### src/rtl/muldiv_pkg.sv
// Shared definitions for the multiply/divide sequencer: op codes, FSM states, iteration count.
// Optional feature macro: MULDIV_MADD_EN (enables madd/msub accumulate).
package muldiv_pkg;

   localparam int ITER_COUNT = 32;
   localparam int CNT_W      = $clog2(ITER_COUNT);

   typedef enum logic [1:0] {
      OP_MULT = 2'b00,
      OP_DIV  = 2'b01,
      OP_MADD = 2'b10,
      OP_MSUB = 2'b11
   } op_e;

   typedef enum logic [1:0] {
      ST_IDLE   = 2'b00,
      ST_CALC   = 2'b01,
      ST_FINISH = 2'b10
   } state_e;

endpackage

### src/rtl/muldiv_datapath.sv
// Operand/partial registers and one shift-add (mult) or restoring-subtract (div) step per cycle.
// Ports: clk, reset, load/step controls, op/srcA/srcB, acc (HI:LO, MULDIV_MADD_EN only), result.
module muldiv_datapath
   import muldiv_pkg::*;
(
   input  logic        clk,
   input  logic        reset,
   input  logic        load,
   input  logic        step,
   input  logic [1:0]  op,
   input  logic [31:0] srcA,
   input  logic [31:0] srcB,
`ifdef MULDIV_MADD_EN
   input  logic [63:0] acc,
`endif
   output logic [63:0] result
);

   op_e         op_q;
   logic [31:0] opa_q;
   logic [31:0] opb_q;
   logic [31:0] hi_q;
   logic [31:0] lo_q;
   logic [31:0] hi_nx;
   logic [31:0] lo_nx;
   logic [32:0] mul_sum;
   logic [32:0] div_shift;
   logic [32:0] div_diff;

   // mult: hi accumulates, lo holds the multiplier and shifts right.
   // div: hi is the partial remainder, lo shifts dividend out and quotient in.
   always_comb begin
      mul_sum   = {1'b0, hi_q} + (lo_q[0] ? {1'b0, opa_q} : 33'd0);
      div_shift = {hi_q, lo_q[31]};
      div_diff  = div_shift - {1'b0, opb_q};
      if (op_q == OP_DIV) begin
         if (div_diff[32]) begin
            hi_nx = div_shift[31:0];
            lo_nx = {lo_q[30:0], 1'b0};
         end else begin
            hi_nx = div_diff[31:0];
            lo_nx = {lo_q[30:0], 1'b1};
         end
      end else begin
         hi_nx = mul_sum[32:1];
         lo_nx = {mul_sum[0], lo_q[31:1]};
      end
   end

   always_ff @(posedge clk) begin
      if (reset) begin
         op_q  <= OP_MULT;
         opa_q <= '0;
         opb_q <= '0;
         hi_q  <= '0;
         lo_q  <= '0;
      end else if (load) begin
         op_q  <= op_e'(op);
         opa_q <= srcA;
         opb_q <= srcB;
         hi_q  <= '0;
         lo_q  <= (op_e'(op) == OP_DIV) ? srcA : srcB;
      end else if (step) begin
         hi_q <= hi_nx;
         lo_q <= lo_nx;
      end
   end

`ifdef MULDIV_MADD_EN
   always_comb begin
      unique case (op_q)
         OP_MADD: result = acc + {hi_q, lo_q};
         OP_MSUB: result = acc - {hi_q, lo_q};
         default: result = {hi_q, lo_q};
      endcase
   end
`else
   assign result = {hi_q, lo_q};
`endif

endmodule

### src/rtl/muldiv_sequencer.sv
// Sequencer for 32-cycle mult/div/madd/msub with HI/LO registers and mthi/mtlo writes.
// Ports: clk, reset, start, op, srcA, srcB, hiWr, loWr, hiIn, loIn -> busy, done, divByZero, hi, lo.
// Optional feature macro: MULDIV_MADD_EN (madd/msub accumulate into HI:LO).
module muldiv_sequencer
   import muldiv_pkg::*;
(
   input  logic        clk,
   input  logic        reset,
   input  logic        start,
   input  logic [1:0]  op,
   input  logic [31:0] srcA,
   input  logic [31:0] srcB,
   input  logic        hiWr,
   input  logic        loWr,
   input  logic [31:0] hiIn,
   input  logic [31:0] loIn,
   output logic        busy,
   output logic        done,
   output logic        divByZero,
   output logic [31:0] hi,
   output logic [31:0] lo
);

   state_e           state_q;
   state_e           state_d;
   logic [CNT_W-1:0] cnt_q;
   logic [CNT_W-1:0] cnt_d;
   logic             dbz_q;
   logic             dbz_d;
   logic             busy_d;
   logic             done_d;
   logic             divByZero_d;
   logic [31:0]      hi_d;
   logic [31:0]      lo_d;
   logic             accept;
   logic             zero_div;
   logic             last;
   logic             fin;
   logic             idle_wr;
   logic [63:0]      result;

   assign accept   = (state_q == ST_IDLE) && start;
   assign zero_div = (op_e'(op) == OP_DIV) && (srcB == '0);
   assign last     = cnt_q == CNT_W'(ITER_COUNT - 1);
   assign fin      = state_q == ST_FINISH;
   assign idle_wr  = (state_q == ST_IDLE) && !start;

   muldiv_datapath u_dp (
      .clk    (clk),
      .reset  (reset),
      .load   (accept),
      .step   (state_q == ST_CALC),
      .op     (op),
      .srcA   (srcA),
      .srcB   (srcB),
`ifdef MULDIV_MADD_EN
      .acc    ({hi, lo}),
`endif
      .result (result)
   );

   always_ff @(posedge clk) begin
      if (reset) begin
         state_q   <= ST_IDLE;
         cnt_q     <= '0;
         dbz_q     <= 1'b0;
         busy      <= 1'b0;
         done      <= 1'b0;
         divByZero <= 1'b0;
         hi        <= '0;
         lo        <= '0;
      end else begin
         state_q   <= state_d;
         cnt_q     <= cnt_d;
         dbz_q     <= dbz_d;
         busy      <= busy_d;
         done      <= done_d;
         divByZero <= divByZero_d;
         hi        <= hi_d;
         lo        <= lo_d;
      end
   end

   // A zero divisor skips the iterations and goes straight to FINISH.
   always_comb begin
      state_d = state_q;
      cnt_d   = cnt_q;
      dbz_d   = dbz_q;
      unique case (state_q)
         ST_IDLE: begin
            if (start) begin
               dbz_d   = zero_div;
               cnt_d   = '0;
               state_d = zero_div ? ST_FINISH : ST_CALC;
            end
         end
         ST_CALC: begin
            cnt_d = cnt_q + 1'b1;
            if (last) state_d = ST_FINISH;
         end
         ST_FINISH: state_d = ST_IDLE;
         default:   state_d = ST_IDLE;
      endcase
   end

   always_comb begin
      busy_d      = state_d != ST_IDLE;
      done_d      = fin;
      divByZero_d = divByZero;
      hi_d        = hi;
      lo_d        = lo;
      unique case (1'b1)
         fin: begin
            divByZero_d = dbz_q;
            if (!dbz_q) begin
               hi_d = result[63:32];
               lo_d = result[31:0];
            end
         end
         idle_wr: begin
            if (hiWr) hi_d = hiIn;
            if (loWr) lo_d = loIn;
         end
         default: ;
      endcase
   end

endmodule

### config.mk
export PLATFORM = sky130hd
export DESIGN_NAME = muldiv_sequencer
export DESIGN_NICKNAME = d
export VERILOG_FILES = /design/src/rtl/muldiv_pkg.sv /design/src/rtl/muldiv_datapath.sv /design/src/rtl/muldiv_sequencer.sv
export SDC_FILE = /design/constraint.sdc
export NUM_CORES = 1
export LEC_CHECK = 0
export CAP_MARGIN = 5
export CORE_ASPECT_RATIO = 0.6
export CORE_MARGIN = 2
export CORE_UTILIZATION = 30
export DETAILED_ROUTE_END_ITERATION = 8
export PLACE_DENSITY_LB_ADDON = 0.25
export SLEW_MARGIN = 20
export SYNTH_ARGS = -nofsm -noshare
export SYNTH_HDL_FRONTEND = slang
export SYNTH_SLANG_ARGS = --single-unit
### constraint.sdc
create_clock -name clk -period 3.05 [get_ports clk]
set_input_delay 0.61 -clock clk [delete_from_list [all_inputs] [get_ports clk]]
set_output_delay 0.61 -clock clk [all_outputs]
set_load 0.1 [all_outputs]
After elaboration in Yosys (flattened, before gate mapping)
Cells that the tools add are included.
Storage, ports and cells
  output and inout port bits: 67
  memories kept: 0
  RAM bits: 0
  latch bits: 0
  flip-flop bits (word level): 205
  ROM bits: 0
Cells by class
  equal/unequal tests: 9
  shifts and indexed selects: 0
  $add $sub $neg: 3
  div/mod/pow operators: 0
  order comparisons: 0
  multipliers: 0
  bitwise gates (word level): 0
  multiplexer cells: 20
  reductions and logical operators: 15
Operator list (number)
  $mux W32: 11
  $pmux W32 S2: 2
  $add A32 B33 Y33: 1
  $sub A33 B32 Y33: 1
  $logic_not A32 Y1: 1
  $pmux W5 S2: 1
  $ne A2 B2 Y1 const B: 4
  $reduce_bool A2 Y1: 4
  $eq A2 B1 Y1 const B: 3
  $mux W2: 3
  $reduce_and A3 Y1: 2
  $add A5 B1 Y5 const B: 1
  $eq A5 B5 Y1 const B: 1
  $mux W5: 1
  $pmux W2 S2: 1
  $reduce_and A2 Y1: 2
  $logic_and A1 B1 Y1: 3
  $eq A2 B2 Y1 const B: 1
  $logic_not A2 Y1: 1
  $reduce_or A2 Y1: 1
  $logic_not A1 Y1: 1
  $mux W1: 1

Logic depth before layout (Yosys ltp)
Gate-level depths: netlist of run 1.
  word-level depth: 6
  depth in mapped cells: 14

By module
Synthesis of run 1 repeated with hierarchy kept, for this count alone.
Unflattened totals
  cells, all modules: 1602
  area, all modules: 13321.5 um^2
Modules (own cells, without submodules)
  muldiv_datapath: sequential area each 2602.5 um^2, area an instance 9785.6 um^2, cells an instance 1251, instances 1
  muldiv_sequencer: sequential area each 1501.4 um^2, area an instance 3535.9 um^2, cells an instance 351, instances 1

Worst setup path before layout of run 1
OpenSTA, ideal clock, no wires.
  path kind: register to register
  from: reg u_dp.lo_q[0]
  to: reg u_dp.hi_q[24]
  data arrival time: 2824 ps
  path slack: 110 ps
  cell stages (with the launch flop): 13
  required time: 2934 ps
  buffers on the path: 1
  cells stage by stage: dfxtp_1 > clkbuf_1 > and2_1 > ha_1 > nand2_1 > or3_1 > or3_1 > a21oi_1 > o21ai_0 > a21boi_1 > a41oi_1 > xnor2_1 > o211a_1
Between the ends
  cells in the longest elaborated chain, start to end: 3
Ends and longest elaborated chain
  from (decl): line muldiv_datapath.sv:23  | logic [31:0] lo_q;
  from (signal assigned): line muldiv_datapath.sv:62  | lo_q <= (op_e'(op) == OP_DIV) ? srcA : srcB;
  from (signal assigned): line muldiv_datapath.sv:65  | lo_q <= lo_nx;
  $mux W32: line muldiv_datapath.sv:33  | mul_sum = {1'b0, hi_q} + (lo_q[0] ? {1'b0, opa_q} : 33'd0);
  $add A32 B33 Y33: line muldiv_datapath.sv:33
  $mux W32: line muldiv_datapath.sv:36  | if (op_q == OP_DIV) begin
  to (signal assigned): line muldiv_datapath.sv:64  | hi_q <= hi_nx;
  to (decl): line muldiv_datapath.sv:22  | logic [31:0] hi_q;
No other way between the ends.
A chain may end at the register's enable or synchronous reset.

Worst setup path in the final report of run 1
  from: reg u_dp.hi_q[26]
  to: reg u_dp.hi_q[16]
Between the ends
  cells in the longest elaborated chain, start to end: 3
Ends and longest elaborated chain
  $sub A33 B32 Y33: line muldiv_datapath.sv:35  | div_diff = div_shift - {1'b0, opb_q};
  $mux W32: line muldiv_datapath.sv:37  | if (div_diff[32]) begin
  $mux W32: line muldiv_datapath.sv:36
No other way between the ends.

==> impl_metrics.ini, run 1 <==
[outcome]
status = completed

[clock_tree]
clkTransAtPathRegs_ps = 70
hold_buffers = 0
cts_made_buffers = 24
cts_tree = done
htreeDepth = 1
cts_buffer_depth = 3
cts-root-buf = clkbuf_16
clock_sinks = 205
clock_latency_ps = 550

[die]
dieArea_mm2 = 0.04481
dieWidth_um = 271.9
core-area_mm2 = 0.04216
pin_count = 202
std_cell_rows = 58
die_h_um = 164.8
start_util_pct = 30.65

[cells_and_area]
post-route-util_pct = 42.77
area_growth_pct = 39.55
drive_above_1_share_pct = 21.34
final_cells = 2529
diodes = 0
final_nets = 2145

[setup_path]
r2r_start = u_dp.hi_q[26]
cp-startpoint = u_dp.hi_q[26]
path_cells = ha_4, a21oi_2, o21ai_2, or4_1, o21a_1, and4_4, a211o_4, buf_12, mux2_4, a32oi_1, nand2_1
crit_buf_inv = 1
cp-end-kind = flip-flop
worstSetupPathType = reg2reg
cp_data_required_time_ps = 3490
r2r_slack_ps = 50
cp_slowest_cell = or4_1
critPathMaxStageDelay_ps = 520
cp.arrival_ps = 3440
cp_top_family = compound AO/OA/AOI/OAI gates
cp_max_fo = 7
ff2ff_path_depth = 11
setup.worst_path.start_class = flip-flop
r2r_end = u_dp.hi_q[16]

[routing]
dr_total_vias = 13220
wl_per_cell_um = 19.32
ant_nets = 0
viasPerCell = 5.226
wl_mm = 48.86
drt_pre_antenna_iters = 6
drt_iter0_drc = 1094
route.detailed.drc = 0

[sta]
finalSetupViolations = 0
drv_slew = 0
hold_viol = 0
clock.fmax_mhz = 333.2
fin_skew_ps = 12.82
finalCritPeriodShare_pct = 98.40
slew_headroom_pct = 43.04
tightest_slew_ps = 854.4
finalCriticalPeriod_ps = 3001
rsz0062_at_grt = true
hold_ws_ps = 369.6
fin_ws_ps = 48.93

[yosys]
ys_types = 66
yosys_warnings = 0
synth_cells = 1643
ys_ff_latch = 205
yosysSeqAreaShare_pct = 31.76
synthFlopType = dfxtp_1
synth-async-reset-ratio_pct = 0
synth_area_mm2 = 0.01292
synth_edf_count = 0
syn_avg_cell_area_um2 = 7.865
syn_nets = 1846

[pwr]
ir_drop_uv = 370.9
total_power_mw = 9.227
power.leakage_nw = 7.589
comb_power_share_pct = 33.3
pwr-share-clk_pct = 34.2
pwr-share-seq_pct = 32.5
sw_frac_of_total_pct = 34.80
power.density_mw_per_mm2 = 511.6
internal_power_mw = 6.016
p_sw_mw = 3.211

[global_routing]
antenna_found_initial = 0
grt_start_max_net_pins = 158
grt-ovfl-total = 0
grt_first_pass_wirelength_mm = 73.17
grt_pass1_vias = 12600
grtUsageTotal_pct = 20.89

[placed_design]
dp_hpwl_mm = 36.05
place_inst = 2468
io_buffers = 201
pre_cts_ws_ps = -402.7
routabilityCongestion = 0.8810

[job]
cap_violations = 0

[min_path]
holdPathEnd = dbz_q
hold_path_class = in2reg
hold_path.startpoint = reset
min_delay_path_depth = 2
flip-flops by register name, indices dropped and copies added, names as in the netlist:
name / flops
done: 1
u_dp.hi_q: 32
divByZero: 1
hi: 32
u_dp.opb_q: 32
dbz_q: 1
u_dp.lo_q: 32
u_dp.opa_q: 32
state_q: 2
cnt_q: 5
lo: 32
busy: 1
u_dp.op_q: 2
per-stage QoR:
step / instance area, µm² / setup TNS, ps
2_1_floorplan: 12920 / 0
3_3_place_gp: 16430 / -2567
3_5_place_dp: 16430 / -3412
4_1_cts: 17470 / 0
5_1_grt: 18030 / -261.7
6_report: 18030 / 0
metal layers:
| metal | track usage (%) | vias up | wire (µm) |
|---|---|---|---|
| met5 | 0 | - | 0 |
| met2 | 31.73 | 348 | 20920 |
| met1 | 30.81 | 6307 | 24100 |
| met4 | 5.370 | 0 | 1251 |
| met3 | 2.908 | 60 | 2587 |
| li1 | - | 6501 | - |
cells by family (layout without fill, tap and decap cells):
group | after synthesis | after routing | share of synthesized area (%)
compound gates | 512 | 512 | 25.68
xor+xnor | 49 | 49 | 3.321
mux | 119 | 119 | 9.576
fa+ha+maj | 68 | 68 | 6.700
buf+inv | 165 | 481 | 5.122
simple gates | 525 | 525 | 17.84
flops | 205 | 205 | 31.76
worst reg2reg max path, delay by kind of cell, from the launching register on:
| family | cells | cell delay, ps |
|---|---|---|
| adders and majority gates | 1 | 260 |
| DFF | 1 | 420 |
| muxes | 1 | 290 |
| buffers and inverters | 1 | 190 |
| and+or+nand+nor | 3 | 770 |
| AOI/OAI and AO/OA | 5 | 970 |
layout by cell type, fill, tap and decap left out, types with 14 or more instances in the layout:
master,n
dfxtp_1,193
ha_1,49
xnor2_1,22
mux2i_1,103
clkbuf_16,27
nand2_1,256
ha_4,16
nor2_1,125
o21ai_0,40
inv_1,47
buf_4,237
nand3_1,23
a21o_1,32
xor2_1,26
clkdlybuf4s50_1,133
and2_1,35
a211oi_1,135
a21oi_1,181
a21oi_2,14
area by class of cell:
class,count,area (µm²)
Fill cell,4280,24130
Multi-Input combinational cell,1273,8728
Sequential cell,205,4124
Timing Repair Buffer,389,3447
Tap cell,570,713.2
Clock buffer,28,656.9
Inverter,49,183.9
Clock inverter,15,180.2
power by group through the flow:
stage	Sequential [mW]	Clock, mW	Combinational [mW]
2_1_floorplan	3.44	0	1.38
3_3_place_gp	3.04	0	2.76
3_5_place_dp	3.05	0	2.77
4_1_cts	2.99	3.25	2.88
5_1_grt	3.02	3.36	3.29
6_report	3.00	3.15	3.08
synth_stat cells (all sizes together) (2+ instances only):
library cell,count,area share [%]
o211ai,15,1.0
nor3b,3,0.17
ha,66,6.4
and2,40,1.9
buf,18,0.85
nor2,125,3.6
nor3,12,0.46
clkbuf,98,2.8
mux2,16,1.6
a221o,2,0.15
o21bai,6,0.35
fa,2,0.31
a21boi,7,0.41
and3b,2,0.14
o21a,5,0.29
a221oi,3,0.20
inv,49,1.4
a211oi,137,8.0
o211a,5,0.39
nor4,10,0.48
o41ai,3,0.26
a21oi,202,8.0
nand2,259,7.5
nand3,23,0.89
and4,3,0.22
or4,2,0.12
nand3b,4,0.23
a21o,32,1.9
a32oi,4,0.27
nand2b,15,0.73
o221ai,8,0.54
mux2i,103,8.0
o31ai,8,0.46
o21ai,54,2.1
xnor2,23,1.6
xor2,26,1.8
nand4,10,0.48
nor2b,4,0.19
or3,7,0.34
a22oi,2,0.12
a31oi,8,0.39
and3,6,0.29
dfxtp,205,32
what timing repair did:
item                                    CTS  global route
endpoints found under the setup margin   29            31
cloned                                    1             2
buffers inserted                          5            10
gates resized for setup                  28            93
pin swaps                                11            38
endpoints found under the hold margin     0             0
how the worst max path moves through the flow:
stage / cells after the start / slack, ps / to
after floorplan: 12 / 110 / u_dp.hi_q[24]
after global placement: 14 / -410 / u_dp.hi_q[27]
after detailed placement: 14 / -400 / u_dp.hi_q[27]
after CTS: 13 / 3 / u_dp.hi_q[9]
after global routing: 12 / -60 / u_dp.hi_q[31]
final: 11 / 50 / u_dp.hi_q[16]
(Power assumes the default switching activity.)
==> inputs of run 2 (changes only) <==
Settings changed: PLACE_DENSITY_LB_ADDON 0.25 to unset.
Clock period 3.05 ns to 3 ns, I/O delays scaled along.
==> run 2 against run 1 <==
Effect of this change: the run now ends with negative setup slack left; worst setup slack lost 82 ps; count of clock-buffer cells in the layout grew 3; critical path type unchanged; fmax shrank 1.0%; final area grew 1.7%; clock power grew 16%; utilization grew 0.73 points; critical endpoint unchanged; register-to-register slack lost 80 ps; global-route usage shrank 0.29 points.
==> impl_metrics.ini, run 2 (synthesis gave the netlist of run 1 again) <==
[die]
std_cell_rows = 58
pin_count = 202
core-area_mm2 = 0.04216
dieWidth_um = 271.9
dieArea_mm2 = 0.04481
die_h_um = 164.8
start_util_pct = 30.65

[pwr]
power.leakage_nw = 7.755
total_power_mw = 9.898
p_sw_mw = 3.333
sw_frac_of_total_pct = 33.67
ir_drop_uv = 408.3
pwr-share-seq_pct = 30.8
power.density_mw_per_mm2 = 539.6
internal_power_mw = 6.565
comb_power_share_pct = 32.5
pwr-share-clk_pct = 36.8

[global_routing]
use_met2_pct = 31.70
use_met1_pct = 29.49
grtUsageMet3_pct = 3.678
antenna_found_initial = 1
grt_busiest_layer = met2
grt_pass1_vias = 12660
grt_start_max_net_pins = 107
grtUsageTotal_pct = 20.60
grt_first_pass_wirelength_mm = 72.46
grt-ovfl-total = 0

[clock_tree]
clock_sinks = 205
cts_buffer_depth = 3
cts_tree = done
clkTransAtPathRegs_ps = 60
htreeDepth = 1
cts-root-buf = clkbuf_16
clock_latency_ps = 570
cts_made_buffers = 25

[sta]
finalCriticalPeriod_ps = 3033
fin_skew_ps = 18.85
finalSetupViolations = 9
clock.fmax_mhz = 329.7
fin_ws_ps = -32.66
tightest_slew_ps = 935.7
hold_ws_ps = 449.9
slew_headroom_pct = 37.04
drv_slew = 0
rsz0062_at_grt = true
finalCritPeriodShare_pct = 101.1
hold_viol = 0

[outcome]
status = finished with violations
violations = negative setup slack

[placed_design]
routabilityCongestion = 0.8966
dp_hpwl_mm = 36.21
place_inst = 2489
placed_area_mm2 = 0.01661
io_buffers = 201
pre_cts_ws_ps = -312.3

[setup_path]
path_cells = inv_1, ha_4, a21o_1, o41ai_4, o211ai_1, and4_4, a211o_4, clkbuf_16, mux2_4, a32oi_1, nand2_1
cp_data_required_time_ps = 3460
critPathMaxStageDelay_ps = 490
cp_top_family = compound AO/OA/AOI/OAI gates
setup.worst_path.start_class = flip-flop
cp.arrival_ps = 3490
r2r_slack_ps = -30
cp_slowest_cell = o41ai_4
crit_buf_inv = 2
cp_max_fo = 7
worstSetupPathType = reg2reg
cp-end-kind = flip-flop

[cells_and_area]
final_cells = 2550
drive_above_1_share_pct = 21.88
final_cell_mix = 256 x nand2_1, 256 x buf_4, 198 x dfxtp_1
fin_area_mm2 = 0.01834
final_nets = 2166
area_growth_pct = 41.94
fill_cells = 4172

[min_path]
hold_path_class = reg2reg

[routing]
wl_mm = 48.48
ant_nets = 0
route.detailed.drc = 0
drt_pre_antenna_iters = 5
drt_iter0_drc = 1034
wl_per_cell_um = 19.01
viasPerCell = 5.220
dr_total_vias = 13310

[job]
cap_violations = 0
## run 2: repair_timing
action	4_1_cts	5_1_grt
cloned	0	4
hold buffers	0	0
buffers inserted	5	8
endpoints found under the setup margin	32	32
pin swaps	13	46
resized for setup	33	86
endpoints found under the hold margin	0	0
## run 2: layout make-up
cell class	count	area, µm²	share of cell area (%)
clock buffer	31	688.2	3.752
sequential	205	4113	22.42
timing repair buffer	409	3637	19.83
antenna	1	2.502	0.01364
multi-input combinational	1273	8735	47.62
tap	570	713.2	3.888
clock inverter	12	270.3	1.473
inverter	49	183.9	1.003
## run 2: power groups by stage
stage	combinational (mW)	sequential [mW]	clock (mW)
2_1_floorplan	1.41	3.49	0
3_3_place_gp	2.82	3.09	0
6_report	3.21	3.05	3.64
4_1_cts	2.93	3.04	3.71
5_1_grt	3.44	3.07	3.83
3_5_place_dp	2.84	3.10	0
## run 2: routing by layer
metal	routed length, µm	up-vias
met3	2792	66
met1	23380	6347
li1	-	6556
met2	21080	342
met5	0	-
met4	1235	0
## run 2: per-stage QoR
| stage | TNS (ps) | util, % |
|---|---|---|
| after floorplan | 0 | - |
| after detailed placement | -6915 | 39.39 |
| after CTS | 0 | 42.17 |
| after global placement | -3686 | 39.39 |
| after global routing | -2205 | 43.50 |
| final | -99.74 | 43.50 |
## run 2: final timing paths
kind / from / endpoint / cells after the start
worst max-delay path: u_dp.opb_q[5] / u_dp.hi_q[16] / 11
worst min-delay path: u_dp.opa_q[25] / u_dp.opa_q[25] / 2
worst max register to register: u_dp.opb_q[5] / u_dp.hi_q[16] / 11
worst min register to register: u_dp.opa_q[25] / u_dp.opa_q[25] / 2
## run 2: tightest hold or removal path: cells and delay by family (launching register included)
kind | cells | cell delay [ps]
flops | 1 | 300
simple gates | 1 | 50
compound gates | 1 | 50
